[src/rtl/uart_tx_fifo.sv]
// Transmit FIFO between the host holding register and the UART transmitter.
// Registered head byte, registered status flags and one-cycle error pulses.
module uart_tx_fifo #(
    parameter int WIDTH  = 8,
    parameter int DEPTH  = 16,
    parameter int AWIDTH = 4
) (
    input  logic              clk,
    input  logic              reset,
    input  logic              flush,
    input  logic [WIDTH-1:0]  wdata,
    input  logic              we_n,
    input  logic              re_n,
    output logic [WIDTH-1:0]  dout,
    output logic              empty,
    output logic              full,
    output logic [AWIDTH:0]   count,
    output logic              overflow,
    output logic              underflow
);

    logic [WIDTH-1:0]  mem [DEPTH];
    logic [AWIDTH-1:0] wr_ptr;
    logic [AWIDTH-1:0] rd_ptr;
    logic [AWIDTH:0]   count_next;
    logic              wa;
    logic              ra;

    // A write is refused whenever full, even if a read frees a slot this cycle.
    assign wa = !we_n && !full;
    assign ra = !re_n && !empty;

    always_comb begin
        count_next = count;
        if (wa && !ra)
            count_next = count + 1'b1;
        else if (ra && !wa)
            count_next = count - 1'b1;
    end

    // Storage is not reset; contents are only meaningful through count.
    always_ff @(posedge clk) begin
        if (wa && !flush)
            mem[wr_ptr] <= wdata;
    end

    always_ff @(posedge clk or posedge reset) begin
        if (reset) begin
            wr_ptr    <= '0;
            rd_ptr    <= '0;
            count     <= '0;
            dout      <= '0;
            empty     <= 1'b1;
            full      <= 1'b0;
            overflow  <= 1'b0;
            underflow <= 1'b0;
        end else if (flush) begin
            // dout deliberately keeps the last byte handed to the transmitter.
            wr_ptr    <= '0;
            rd_ptr    <= '0;
            count     <= '0;
            empty     <= 1'b1;
            full      <= 1'b0;
            overflow  <= 1'b0;
            underflow <= 1'b0;
        end else begin
            if (wa)
                wr_ptr <= wr_ptr + 1'b1;
            if (ra) begin
                dout   <= mem[rd_ptr];
                rd_ptr <= rd_ptr + 1'b1;
            end
            count     <= count_next;
            empty     <= (count_next == '0);
            full      <= (count_next == (AWIDTH+1)'(DEPTH));
            overflow  <= !we_n && full;
            underflow <= !re_n && empty;
        end
    end

endmodule

[config.mk]
export PLATFORM = sky130hd
export DESIGN_NAME = uart_tx_fifo
export DESIGN_NICKNAME = d
export VERILOG_FILES = /design/src/rtl/uart_tx_fifo.sv
export SDC_FILE = /design/constraint.sdc
export NUM_CORES = 1
export LEC_CHECK = 0
export CAP_MARGIN = 10
export CORE_ASPECT_RATIO = 0.6
export CORE_MARGIN = 8
export CORE_UTILIZATION = 40
export CTS_CLUSTER_DIAMETER = 60
export DETAILED_ROUTE_END_ITERATION = 10
export DONT_BUFFER_PORTS = 1
export PLACE_DENSITY_LB_ADDON = 0.12
export REMOVE_ABC_BUFFERS = 1
export SYNTH_ARGS = -nofsm -noshare
export SYNTH_HDL_FRONTEND = slang
export SYNTH_SLANG_ARGS = --single-unit
[constraint.sdc]
create_clock -name clk -period 2.9 [get_ports clk]
set_input_delay 0.435 -clock clk [delete_from_list [all_inputs] [get_ports clk]]
set_output_delay 0.435 -clock clk [all_outputs]
set_load 0.005 [all_outputs]
==> impl_results.md <==
- Tmin final: 2170 ps
- Slew @ Worst Pin: 946 ps
- I/O pin count: 30
- Mapped Area: 6240 µm²
- Vias in the first global route: 3135
- Antenna diodes: 0
- Critical Path, Cell by Cell: or2_0 > nor2_1 > nand2_1 > nor2_1 > and2_1
- Crit path DAT: 2220 ps
- R2R cell count: 5
- Tot GR Track Use: 0.142
- Port Buf Inserts: 0
- Setup tns final: 0 ps
- Fmax: 460 MHz
- Longest Clk Path Bufs: 2
- Post-route ant nets: 0
- CP Launch Type: flip-flop
- Area Overhead vs Synth: 12.1%
- Main synth FF type: edfxtp_1
- DR WL/cell: 23.5 µm
- Vias per cell: 5.44
- Req. time, crit path: 2940 ps
- CTS Buf Count: 17
- Post-CTS Setup Repair Bufs: 0
- Residual DRC: 0
- Final wirelength: 13300 µm
- Max stage delay on crit path: 470 ps
- First-pass GRT wire length: 20500 µm
- Final net count: 371
- Hold Vio Cnt, Final: 0
- Final Wtd Congestion: 0.782
- Netlist cell types: 47
- # hold bufs at CTS: 0
- Status: finished clean
- Start point of the critical path: full
- Clock root cell: clkbuf_16
- Rows: 35
- Leak Pwr: 2.31 nW
- DRT iter0 DRCs: 266
- Post-detail-place hpwl: 9150 µm
- Die width: 177 µm
- Hold WC Path Type: in -> reg
- Initial Util: 0.407
- Core area: 15300 µm²
- Worst Hold Margin: 74.9 ps
- Syn. warnings: 0
- Clk Latency, worst-skew pair: 420 ps
- Worst path slowest cell: and2_1
- Ys async rst share: 0.163
- Crit path buf inv count: 0
- Worst slew margin: 0.369
- Via count: 3084
- TritonCTS Sinks: 153
- Reg2reg setup slack: 730 ps
- Reg2reg end: mem[6][2]
- Crit Path Category: reg -> reg
- Layout cells sized above 1: 0.206
- Die Y: 113 µm
- Post-CTS sizing: 0
- Slew Viols, Final: 0
- #FFs+latches synth: 153
- Post-synth EDFFs: 128
- CP Depth: 5
- R2r startpoint: full
- Crit Path Max Fanout: 8
- Largest net degree at the start of global routing: 23
- Cells after Synth: 339
- Die area: 20000 µm²
- Total design power: 5.33 mW
- H-tree level count: 4
- # setup viols final: 0
- Sequential element share of the synthesized area: 0.716
- Crit path max-delay family: simple AND/OR/NAND/NOR gates
- Initial antenna violation count: 0
- PD cells: 762 nW/µm²
- Max-cap viol count: 0
- CP most frequent cell: nor2_1
- Clock skew: 18.0 ps
- GRT overflow: 0
- Drt first pass iters: 4
- CTS tree: done
- Period utilization: 0.750
- RSZ-0062 raised after global routing: no
- VDD IR max: 0.364 mV
- Syn Area/Cell: 18.4 µm²
- Clk slew on worst S/H paths: 60 ps
- CP Capture Point: mem[6][2]
- Worst setup EP type: flip-flop
## metrics by stage
step	std cells	utilization	setup slack (ps)	cell area (µm²)
2_1_floorplan	324	-	248	6080
4_1_cts	567	0.457	733	7000
3_5_place_dp	535	0.418	755	6410
3_3_place_gp	535	0.418	777	6410
5_1_grt	567	0.457	582	7000
6_report	567	0.457	725	7000
## power by group
group / internal, mW / switching, mW / leakage [nW] / total (mW)
clock network: 1.35 / 0.838 / 0.284 / 2.19
registers: 2.49 / 0.122 / 1.47 / 2.61
logic: 0.272 / 0.261 / 0.559 / 0.533
total: 4.11 / 1.22 / 2.31 / 5.33
## worst min-delay path by stage
| stage | startpoint | endpoint | slack [ps] | cells past startpoint |
|---|---|---|---|---|
| finish | flush | wr_ptr[1] | 70 | 1 |
| global placement | flush | wr_ptr[1] | 500 | 1 |
| global route | flush | count[0] | 60 | 1 |
| detailed placement | flush | wr_ptr[1] | 500 | 1 |
| CTS | flush | wr_ptr[1] | 60 | 1 |
| floorplan | reset | count[0] | 460 | 1 |
## metal layers
layer	part of all wire	track usage	vias up
li1	-	-	1362
met1	0.53	0.225	1640
met2	0.40	0.178	75
met3	0.061	0.0449	7
met4	0.0069	0.0415	0
met5	0	0	-
## final cells by class
class                      instances  area (µm²)
timing repair buffer               8        72.6
inverter                           5        18.8
multi-input combinational        166        1590
clock buffer                      20         437
fill                            1311        8330
clock inverter                    12         151
tap                              203         254
sequential                       153        4470
## synthesized netlist by cell type, drive strengths merged, types with 4 or more instances
cell | instances | share of area
nor2 | 26 | 0.016
mux4 | 31 | 0.11
dfrtp | 24 | 0.096
clkbuf | 8 | 0.014
buf | 7 | 0.011
ha | 7 | 0.014
xnor2 | 4 | 0.0056
inv | 5 | 0.0030
a211oi | 7 | 0.0084
a21oi | 4 | 0.0032
nor2b | 9 | 0.0090
nor3 | 9 | 0.0072
xor2 | 7 | 0.0098
edfxtp | 128 | 0.62
o22ai | 7 | 0.0070
nand2 | 8 | 0.0048
and2 | 16 | 0.016
## flip-flops by register name (all words and copies together) (netlist names)
signal / cells
wr_ptr: 4
rd_ptr: 4
overflow: 1
count: 5
mem: 128
underflow: 1
full: 1
empty: 1
dout: 8
## layout by cell type, fill, tap and decap left out, types with 2 or more instances in the layout
cell,count
ha_1,7
a21oi_1,4
nand3_1,2
nand4_1,3
edfxtp_1,128
nor2_1,24
nor4_1,2
nand2_1,8
and2_1,16
o22ai_1,7
dfrtp_1,23
clkbuf_16,17
mux4_1,4
xor2_1,7
mux2_2,2
bufinv_16,3
or3_1,2
buf_4,7
inv_1,5
nor2b_1,9
clkinv_4,3
nor3_1,9
xnor2_1,4
clkbuf_1,3
mux4_2,27
a211oi_1,7
nor3b_1,3
nor2_2,2
clkinv_2,4
clkinvlp_4,2
## cells by family after synthesis
logic type      share of synthesized area
flops                               0.716
simple gates                       0.0776
mux                                 0.119
compound gates                     0.0287
buf+inv                            0.0289
xor+xnor                           0.0154
fa+ha+maj                          0.0140
Note: power is estimated with default switching activity, not from simulation.
